==> config.mk <==
export PLATFORM = sky130hd
export DESIGN_NAME = cgol_row_fetcher_flat
export DESIGN_NICKNAME = d
export VERILOG_FILES = /design/src/rtl/cgol_pkg.sv /design/src/rtl/mem_intf_read.sv /design/src/rtl/cgol_row_unpack.sv /design/src/rtl/cgol_row_fetcher.sv /design/src/flat_wrapper.sv
export SDC_FILE = /design/constraint.sdc
export NUM_CORES = 1
export LEC_CHECK = 0
export CORE_AREA = 2 2 434 436
export CTS_BUF_LIST = sky130_fd_sc_hd__clkbuf_4 sky130_fd_sc_hd__clkbuf_8
export DETAILED_ROUTE_END_ITERATION = 16
export DIE_AREA = 0 0 436 438
export GPL_TIMING_DRIVEN = 1
export PLACE_DENSITY_LB_ADDON = 0.2
export RECOVER_POWER = 25
export SLEW_MARGIN = 40
export SYNTH_ARGS = -nofsm -noshare
export SYNTH_HDL_FRONTEND = slang
export SYNTH_HIERARCHICAL = 1
export SYNTH_SLANG_ARGS = --single-unit
==> constraint.sdc <==
create_clock -name clk -period 3.2 [get_ports clk]
set_clock_uncertainty 0.1 [all_clocks]
set_input_delay 0.48 -clock clk [delete_from_list [all_inputs] [get_ports clk]]
set_output_delay 0.48 -clock clk [all_outputs]
set_load 0.005 [all_outputs]
==> src/rtl/cgol_pkg.sv <==
// Shared constants, types and helpers for the CGOL row fetcher.
package cgol_pkg;

  localparam int MAX_WIDTH       = 256;
  localparam int MAX_HEIGHT      = 256;
  localparam int MAX_WIDTH_BYTES = MAX_WIDTH / 8;
  localparam int XMEM_ADDR_WIDTH = 16;
  // Wide enough to carry a full row byte count (MAX_WIDTH_BYTES itself).
  localparam int MEM_SIZE_WIDTH  = $clog2(MAX_WIDTH_BYTES + 1);

  typedef logic [MAX_WIDTH-1:0] cgol_row_t;
  // Byte 0 holds cells 0..7, bit b of byte k is cell 8*k+b.
  typedef logic [MAX_WIDTH_BYTES-1:0][7:0] mem_row_bytes_t;

  typedef enum logic [2:0] {
    ST_IDLE,
    ST_FETCH_CURR,
    ST_FETCH_NEXT,
    ST_PRESENT,
    ST_DONE
  } fetch_state_e;

  // A grid is legal when its width is a non-zero multiple of 8 within
  // MAX_WIDTH and its height lies in 1..MAX_HEIGHT.
  function automatic logic cfg_legal(input logic [8:0] width, input logic [8:0] height);
    return (width != 9'd0) && (width[2:0] == 3'd0) && (width <= 9'(MAX_WIDTH)) &&
           (height != 9'd0) && (height <= 9'(MAX_HEIGHT));
  endfunction

endpackage

==> src/rtl/mem_intf_read.sv <==
// Row read interface between the fetcher (client) and XMEM (server).
interface mem_intf_read;

  logic                                   mem_req;
  logic [cgol_pkg::XMEM_ADDR_WIDTH-1:0]   mem_start_addr;
  logic [cgol_pkg::MEM_SIZE_WIDTH-1:0]    mem_size_bytes;
  logic                                   mem_valid;
  cgol_pkg::mem_row_bytes_t               mem_data;

  modport client_read (
    output mem_req,
    output mem_start_addr,
    output mem_size_bytes,
    input  mem_valid,
    input  mem_data
  );

  modport server_read (
    input  mem_req,
    input  mem_start_addr,
    input  mem_size_bytes,
    output mem_valid,
    output mem_data
  );

endinterface

==> src/rtl/cgol_row_unpack.sv <==
// Converts a raw row of bytes into a cell row, zeroing every cell at or
// beyond the grid width so stale bytes never leak into the window.
module cgol_row_unpack
  import cgol_pkg::*;
(
  input  mem_row_bytes_t mem_data,
  input  logic [8:0]     width,
  output cgol_row_t      row
);

  localparam cgol_row_t ALL_ONES = '1;

  // Shifting by width >= MAX_WIDTH yields zero, so the mask becomes all ones.
  always_comb begin
    row = cgol_row_t'(mem_data) & ~(ALL_ONES << width);
  end

endmodule

==> src/rtl/cgol_row_fetcher.sv <==
// Fetches grid rows from XMEM one at a time and presents a zero-padded
// prev/curr/next window per output row over a valid/ready handshake.
module cgol_row_fetcher
  import cgol_pkg::*;
(
  input  logic                       clk,
  input  logic                       rst_n,
  input  logic                       start,
  input  logic [XMEM_ADDR_WIDTH-1:0] base_addr,
  input  logic [8:0]                 width,
  input  logic [8:0]                 height,
  mem_intf_read.client_read          mem_intf_read,
  output logic                       win_valid,
  input  logic                       win_ready,
  output cgol_row_t                  win_prev,
  output cgol_row_t                  win_curr,
  output cgol_row_t                  win_next,
  output logic [7:0]                 win_row_idx,
  output logic                       win_last,
  output logic                       busy,
  output logic                       done,
  output logic                       cfg_err
);

  fetch_state_e               state_q, state_d;
  logic [XMEM_ADDR_WIDTH-1:0] fetch_addr_q;
  logic [MEM_SIZE_WIDTH-1:0]  row_bytes_q;
  logic [8:0]                 width_q, height_q;
  cgol_row_t                  prev_q, curr_q, next_q;
  cgol_row_t                  row_in;
  logic [7:0]                 row_idx_q;
  logic                       cfg_err_q;

  logic load_cfg, take_curr, take_next, shift_win, clear_next;
  logic is_last, next_is_last;

  cgol_row_unpack u_unpack (
    .mem_data (mem_intf_read.mem_data),
    .width    (width_q),
    .row      (row_in)
  );

  // Current row is the last one; the following row would be the last one.
  assign is_last      = ({1'b0, row_idx_q} + 9'd1) == height_q;
  assign next_is_last = ({1'b0, row_idx_q} + 9'd2) == height_q;

  // State register.
  // NOTE: sequential state uses non-blocking assignments so every flop
  // samples pre-edge values regardless of process evaluation order.
  always_ff @(posedge clk or negedge rst_n) begin
    if (!rst_n) state_q <= ST_IDLE;
    else        state_q <= state_d;
  end

  // Next-state decode and datapath control strobes.
  // NOTE: every output of this block gets a default first, so no path
  // leaves a value unassigned and no latch is inferred.
  always_comb begin
    state_d    = state_q;
    load_cfg   = 1'b0;
    take_curr  = 1'b0;
    take_next  = 1'b0;
    shift_win  = 1'b0;
    clear_next = 1'b0;
    case (state_q)
      ST_IDLE: begin
        if (start && cfg_legal(width, height)) begin
          load_cfg = 1'b1;
          state_d  = ST_FETCH_CURR;
        end
      end
      ST_FETCH_CURR: begin
        if (mem_intf_read.mem_valid) begin
          take_curr = 1'b1;
          if (height_q > 9'd1) begin
            state_d = ST_FETCH_NEXT;
          end else begin
            clear_next = 1'b1;
            state_d    = ST_PRESENT;
          end
        end
      end
      ST_FETCH_NEXT: begin
        if (mem_intf_read.mem_valid) begin
          take_next = 1'b1;
          state_d   = ST_PRESENT;
        end
      end
      ST_PRESENT: begin
        if (win_ready) begin
          if (is_last) begin
            state_d = ST_DONE;
          end else begin
            shift_win = 1'b1;
            // The bottom border needs no fetch: pad with zeros and stay.
            if (next_is_last) clear_next = 1'b1;
            else              state_d    = ST_FETCH_NEXT;
          end
        end
      end
      ST_DONE: state_d = ST_IDLE;
      default: state_d = ST_IDLE;
    endcase
  end

  // Configuration, fetch address accumulation and the three-row window.
  always_ff @(posedge clk or negedge rst_n) begin
    if (!rst_n) begin
      fetch_addr_q <= '0;
      row_bytes_q  <= '0;
      width_q      <= '0;
      height_q     <= '0;
      prev_q       <= '0;
      curr_q       <= '0;
      next_q       <= '0;
      row_idx_q    <= '0;
    end else begin
      if (load_cfg) begin
        fetch_addr_q <= base_addr;
        row_bytes_q  <= MEM_SIZE_WIDTH'(width >> 3);
        width_q      <= width;
        height_q     <= height;
        prev_q       <= '0;
        curr_q       <= '0;
        next_q       <= '0;
        row_idx_q    <= '0;
      end
      if (take_curr) begin
        curr_q       <= row_in;
        fetch_addr_q <= fetch_addr_q + XMEM_ADDR_WIDTH'(row_bytes_q);
      end
      if (take_next) begin
        next_q       <= row_in;
        fetch_addr_q <= fetch_addr_q + XMEM_ADDR_WIDTH'(row_bytes_q);
      end
      if (shift_win) begin
        prev_q    <= curr_q;
        curr_q    <= next_q;
        row_idx_q <= row_idx_q + 8'd1;
      end
      if (clear_next) next_q <= '0;
    end
  end

  // Illegal-config pulse, raised the cycle after the offending start.
  always_ff @(posedge clk or negedge rst_n) begin
    if (!rst_n) cfg_err_q <= 1'b0;
    else        cfg_err_q <= (state_q == ST_IDLE) && start && !cfg_legal(width, height);
  end

  assign mem_intf_read.mem_req        = (state_q == ST_FETCH_CURR) || (state_q == ST_FETCH_NEXT);
  assign mem_intf_read.mem_start_addr = fetch_addr_q;
  assign mem_intf_read.mem_size_bytes = row_bytes_q;

  assign win_valid   = (state_q == ST_PRESENT);
  assign win_prev    = prev_q;
  assign win_curr    = curr_q;
  assign win_next    = next_q;
  assign win_row_idx = row_idx_q;
  assign win_last    = win_valid && is_last;
  assign busy        = (state_q != ST_IDLE);
  assign done        = (state_q == ST_DONE);
  assign cfg_err     = cfg_err_q;

endmodule

==> src/flat_wrapper.sv <==
// flat-port wrapper written by rule: the top's interface ports become plain ports
module cgol_row_fetcher_flat import cgol_pkg::*;
  (clk, rst_n, start, base_addr, width, height, win_valid, win_ready, win_prev, win_curr, win_next, win_row_idx, win_last, busy, done, cfg_err, mem_intf_read_mem_req, mem_intf_read_mem_start_addr, mem_intf_read_mem_size_bytes, mem_intf_read_mem_valid, mem_intf_read_mem_data);
  mem_intf_read mem_intf_read_i ();
  input  logic clk;
  input  logic rst_n;
  input  logic start;
  input  logic [XMEM_ADDR_WIDTH-1:0] base_addr;
  input  logic [8:0] width;
  input  logic [8:0] height;
  output logic win_valid;
  input  logic win_ready;
  output cgol_row_t win_prev;
  output cgol_row_t win_curr;
  output cgol_row_t win_next;
  output logic [7:0] win_row_idx;
  output logic win_last;
  output logic busy;
  output logic done;
  output logic cfg_err;
  output wire logic [$bits(mem_intf_read_i.mem_req)-1:0] mem_intf_read_mem_req;
  output wire logic [$bits(mem_intf_read_i.mem_start_addr)-1:0] mem_intf_read_mem_start_addr;
  output wire logic [$bits(mem_intf_read_i.mem_size_bytes)-1:0] mem_intf_read_mem_size_bytes;
  input wire logic [$bits(mem_intf_read_i.mem_valid)-1:0] mem_intf_read_mem_valid;
  input wire logic [$bits(mem_intf_read_i.mem_data)-1:0] mem_intf_read_mem_data;
  assign mem_intf_read_mem_req = mem_intf_read_i.mem_req;
  assign mem_intf_read_mem_start_addr = mem_intf_read_i.mem_start_addr;
  assign mem_intf_read_mem_size_bytes = mem_intf_read_i.mem_size_bytes;
  assign mem_intf_read_i.mem_valid = mem_intf_read_mem_valid;
  assign mem_intf_read_i.mem_data = mem_intf_read_mem_data;
  cgol_row_fetcher u_core (.clk(clk), .rst_n(rst_n), .start(start), .base_addr(base_addr), .width(width), .height(height), .mem_intf_read(mem_intf_read_i), .win_valid(win_valid), .win_ready(win_ready), .win_prev(win_prev), .win_curr(win_curr), .win_next(win_next), .win_row_idx(win_row_idx), .win_last(win_last), .busy(busy), .done(done), .cfg_err(cfg_err));
endmodule
After elaboration in Yosys (flattened, before gate mapping)
Cells that the tools add are included.
{"block": "totals", "out_inout_bits": 804, "input_bits": 295, "reg_bits": 820, "word_cells": 84}
{"block": "op_classes", "mux": 33, "addsub": 4, "n_reduce_logical": 20, "n_lt_le_gt_ge": 3, "shifts": 1, "n_eq_ne": 11, "bitwise": 2}
{"operator": "two-way mux 256 bit", "n": 6}
{"operator": "AND 256 bit", "n": 1}
{"operator": "NOT 256 bit", "n": 1}
{"operator": "left shift 256 x 9 -> 256 bit (first input constant)", "n": 1}
{"operator": "two-way mux 16 bit", "n": 3}
{"operator": "== test 9 bit", "n": 2}
{"operator": "less-or-equal comparator 9 bit (second input constant)", "n": 2}
{"operator": "two-way mux 3 bit", "n": 6}
{"operator": "nonzero test 9 bit", "n": 2}
{"operator": "adder 16 x 6 -> 16 bit", "n": 1}
{"operator": "two-way mux 8 bit", "n": 2}
{"operator": "two-way mux 1 bit", "n": 14}
{"operator": "one-hot mux 3 bit (4 select lines)", "n": 1}
{"operator": "nonzero test 3 bit", "n": 4}
{"operator": "adder 8 x 1 -> 9 bit (second input constant)", "n": 1}
{"operator": "adder 8 x 2 -> 9 bit (second input constant)", "n": 1}
{"operator": "> comparator 9 x 1 -> 1 bit (second input constant)", "n": 1}
{"operator": "adder 8 x 1 -> 8 bit (second input constant)", "n": 1}
{"operator": "logical AND 1 bit", "n": 8}
{"operator": "== test 3 x 2 -> 1 bit (second input constant)", "n": 2}
{"operator": "zero test 3 bit", "n": 2}
{"operator": "inequality test 2 bit (second input constant)", "n": 3}
{"operator": "AND reduction 5 bit", "n": 1}
{"operator": "== test 3 x 1 -> 1 bit (second input constant)", "n": 1}
{"operator": "other kinds (7)", "n": 7}

Logic depth before layout (Yosys ltp)
{"block": "logic_depth", "word_depth": 11, "mapped_depth": 12, "ltp_nobuf": 9}

Modules after synthesis
The synthesis kept the hierarchy.
{"mod": "cgol_row_fetcher", "area_per_inst_um2": 34689.5, "n_inst": 1, "cells_per_inst": 3522}
{"mod": "cgol_row_unpack", "area_per_inst_um2": 3465.8, "n_inst": 1, "cells_per_inst": 608}

Least setup slack after synthesis
No wires, ideal clock.
{"block": "synth_path", "kind": "reg-to-output", "from": "register u_core.row_idx_q[1] (netlist: u_core/win_row_idx[1])", "to": "output port win_last", "setup_slack_ns": 0.227, "path_stages_with_launch": 9, "n_path_buf": 3, "arrival_ns": 2.393, "required_time_ns": 2.620, "cell_sequence": "dfrtp_1 ha_1 nand3_1 or4_1 a2111o_1 buf_2 clkbuf_1 buf_2 nor2_1"}
{"block": "synth_between", "elab_chain_cells": 3}
{"item": "from (decl)", "line": "cgol_row_fetcher.sv:31", "source": "logic [7:0] row_idx_q;"}
{"item": "from (signal assigned)", "line": "cgol_row_fetcher.sv:139", "source": "row_idx_q <= row_idx_q + 8'd1;"}
{"item": "adder 8 x 1 -> 9 bit", "line": "cgol_row_fetcher.sv:44", "source": "assign is_last = ({1'b0, row_idx_q} + 9'd1) == height_q;"}
{"item": "== test 9 bit", "line": "cgol_row_fetcher.sv:44"}
{"item": "logical AND 1 bit", "line": "cgol_row_fetcher.sv:160", "source": "assign win_last = win_valid && is_last;"}
{"item": "to (decl)", "line": "flat_wrapper.sv:17", "source": "output logic win_last;"}
No other way between the ends.

Worst setup path in the final report
{"block": "layout_path", "from": "register u_core.row_idx_q[0] (netlist: u_core/win_row_idx[0])", "to": "output port win_last"}
The elaborated chain is that of the path after synthesis.

==> metrics.md <==
| Metric | Value |
|---|---|
| CP endpoint | win_last |
| Slew Limit Fails | 11 |
| Worst hold slack | 0.137 ns |
| Crit path time final | 3.36 ns |
| Clk pin slew, worst setup/hold paths | 0.06 ns |
| Drt drc | 0 |
| Highest routed layer | met5 |
| Fin. Hold Viols | 0 |
| Clk sinks | 814 |
| Reg2reg end | u_core/win_next[37] |
| Drt pass-1 iters | 6 |
| Slew headroom | -63.3% |
| Syn Inst Count | 4130 |
| CTS buffer count | 163 |
| Drt wl/cell | 32.0 µm |
| Final setup fails | 1 |
| Total Neg Setup Slack | -0.155 ns |
| RePlAce Congestion | 0.879 |
| Largest area contributor in the netlist | dfrtp_1 |
| Root buf cell | clkbuf_8 |
| Dpl cell area | 0.0537 mm² |
| Bufs and invs on worst path | 1 |
| Placed Instances | 7579 |
| Largest net degree at the start of global routing | 120 |
| Area Overhead vs Synth | 52.9% |
| Vias in the first global route | 40253 |
| Final worst-path setup slack | -0.155 ns |
| Setup Crit Path Kind | reg -> out |
| Seq/Total Area, Yosys | 53.4% |
| Routed vias | 40918 |
| Final Non-Filler Cells | 8021 |
| Met2 routed WL | 117000 µm |
| Top post-synthesis cells by area | dfrtp_1 53%, nand2_1 7.1%, nand3_1 7.0%, a22o_1 5.9%, a31oi_1 4.3% |
| Failing checks | max-capacitance violations, max-slew violations, negative setup slack |
| I/O pin count | 1099 |
| Met3 Wirelength | 17800 µm |
| Number of synthesized flops with an enable pin | 0 |
| Leakage Power | 24.8 nW |
| Power Density | 798 mW/mm² |
| Die height | 438 µm |
| Slew @ Worst Pin | 2.45 ns |
| Crit Reg-Reg Startpoint | u_core/win_row_idx[2] |
| Worst path depth | 6 |
| Cell area after layout | 0.0584 mm² |
| Unrepaired setup endpoints after global routing | yes |
| Ys async rst share | 100% |
| First-pass GRT wire length | 349000 µm |
| Die area | 0.191 mm² |
| Crit-path max cell delay | 0.52 ns |
| Family with the most delay on the worst path | simple AND/OR/NAND/NOR gates |
| Post-DP HPWL | 190000 µm |
| CTS tree | yes |
| Core area | 0.187 mm² |
| Worst vdd ir | 0.353 mV |
| CP max FO | 3 |
| Initial Util | 20.4% |
| Final ANT Viol Nets | 0 |
| Status | finished with violations |
| Met1 WL | 107000 µm |
| Initial antenna violation count | 69 |
| Startpoint types | flop |
| Clk buf depth | 3 |
| Syn. warnings | 6 |
| Mapped Area | 0.0382 mm² |
| Tot GR Track Use | 25.9% |
| Worst-skew pair later-pin latency | 0.96 ns |
| Worst setup EP type | output port |
| Final period util | 105% |
| Floorplan row count | 159 |
| Htree depth | 4 |
| Share of cells above drive strength 1 | 12.6% |
| Max Cap Viol | 1 |
| CP Cell Sequence | ha_4, nand3_4, or4_4, a2111o_2, nor2_1, buf_2 |
| Highest-delay cell along the critical path | a2111o_2 |
| Buffers on Ports | 1098 |
| Tightest Hold Check Type | in -> reg |
| Syn Nets | 4434 |
| Fin nets | 5650 |
| Worst R2R Path Depth | 10 |
| Total grt overflow | 0 |
| Synthesis-stage register bit count | 814 |
| Vias per cell | 5.10 |
| Share of the synthesized area in the top cell type | 53.4% |
| Final wirelength | 257000 µm |
| 1st-iter DRT viols | 3694 |
| Worst EP arrival | 2.78 ns |
| Cell variety after synth | 74 |
| Crit path launch | u_core/win_row_idx[0] |
| Syn Area/Cell | 9.24 µm² |
| Die span in x | 436 µm |
| Worst path required time | 2.62 ns |
| Highest Clock Rate | 0.298 GHz |
| Pre-CTS setup slack | -0.218 ns |
| Hold path start | mem_intf_read_mem_data[152] |
| Register-to-Register Setup Slack | 0.03 ns |
| Synth Flop Type | dfrtp_1 |
layout make-up:
type	count	area (µm²)
diodes	49	123
inverters	18	67.6
fillers	19714	128000
clock inverters	33	392
flip-flops and latches	814	20400
multi-input cells	2868	16100
clock buffers	263	3270
well taps	2495	3120
repair buffers	1481	14900
metal layers:
metal  GRT usage (%)  vias to the layer above
met4            14.9                        6
met1            33.2                    21047
li1                -                    17412
met5               0                        -
met3            5.97                      447
met2            40.0                     2006
cells by family after synthesis:
logic type      synth area share, %
fa+ha+maj                     0.315
compound gates                 19.2
buf+inv                        5.37
mux                          0.0525
simple gates                   21.1
xor+xnor                      0.551
flops                          53.4
state kept, by name (all words and copies together) (netlist names):
register,flops
u_core/width_q,3
u_core/win_curr,256
u_core/cfg_err,1
u_core/mem_intf_read.mem_start_addr,16
u_core/win_next,256
u_core/mem_intf_read.mem_size_bytes,6
u_core/state_q,3
u_core/win_prev,256
u_core/height_q,9
u_core/win_row_idx,8
worst min path at each step:
stage | to | slack (ns) | cells past startpoint
floorplan | u_core/cfg_err | 0.08 | 0
global placement | u_core/win_prev[250] | 0.40 | 1
detailed placement | u_core/win_prev[250] | 0.40 | 1
CTS | u_core/win_curr[156] | 0.0005 | 5
global route | u_core/mem_intf_read.mem_start_addr[9] | 0.08 | 2
finish | u_core/win_curr[152] | 0.14 | 5
cell usage in the layout, fill, tap and decap left out, types with 11 or more instances in the layout:
cell type	count
dfrtp_1	802
dlygate4sd3_1	80
buf_4	206
a31oi_1	262
a21oi_1	114
o21ai_1	39
o311a_1	14
nand3_1	532
diode_2	49
clkdlybuf4s50_1	1096
inv_1	18
nor3_1	268
o211a_1	15
nand2_1	719
clkbuf_1	11
xnor2_1	13
a21boi_0	24
a22o_1	256
clkbuf_4	62
and3_1	54
and2_1	33
clkbuf_8	207
clkinv_2	12
buf_12	65
o21ai_0	271
nor2_1	38
o21a_1	18
power by group:
group,total (mW),switching [mW],leakage (nW),internal (mW)
clock,12.3,5.33,1.93,6.98
combinational,16.7,7.92,12.5,8.81
sequential,17.5,3.85,10.4,13.7
timing repair:
action                                  in CTS  in global routing
resized for setup                           27                  9
hold buffers                                81                  0
endpoints found under the setup margin       4                131
cloned                                       0                  1
endpoints found under the hold margin      643                  0
pin swaps                                    8                  3
buffers inserted                            11                  4
worst register-to-register path, stage by stage (launching register included):
cell,delay (ns)
dfrtp_2,0.44
buf_4,0.16
ha_4,0.17
buf_4,0.17
o21ba_2,0.20
a221oi_1,0.28
a41o_1,0.17
o2111ai_4,0.20
o311a_4,0.51
buf_12,0.23
a22o_1,0.43
cell usage after synthesis (7+ instances only):
cell type and number:
buf_4 40, buf_6 11, or3_1 11, nand3_1 536, nor4_1 9, o21ai_0 276
and3_1 55, dfrtp_1 814, nor2_1 43, buf_2 104, a21boi_0 25, buf_1 28
o21ai_1 38, inv_1 18, o21a_1 18, o211a_1 15, and2_1 34, nor2b_1 9
nand2_1 721, a31oi_1 262, a21boi_2 10, a21oi_1 117, o311a_1 15, xnor2_1 14
nand4_1 7, nor3_1 272, a22o_1 256, xor2_1 10, ha_1 8, a211oi_1 8
clkbuf_1 248
per-stage QoR:
step | utilization [%] | power, mW
global route | 31.3 | 48.8
finish | 31.3 | 46.5
global placement | 28.7 | 34.0
CTS | 31.3 | 46.8
floorplan | - | 21.4
detailed placement | 28.8 | 34.1
Power figures use the tool's default switching activity.
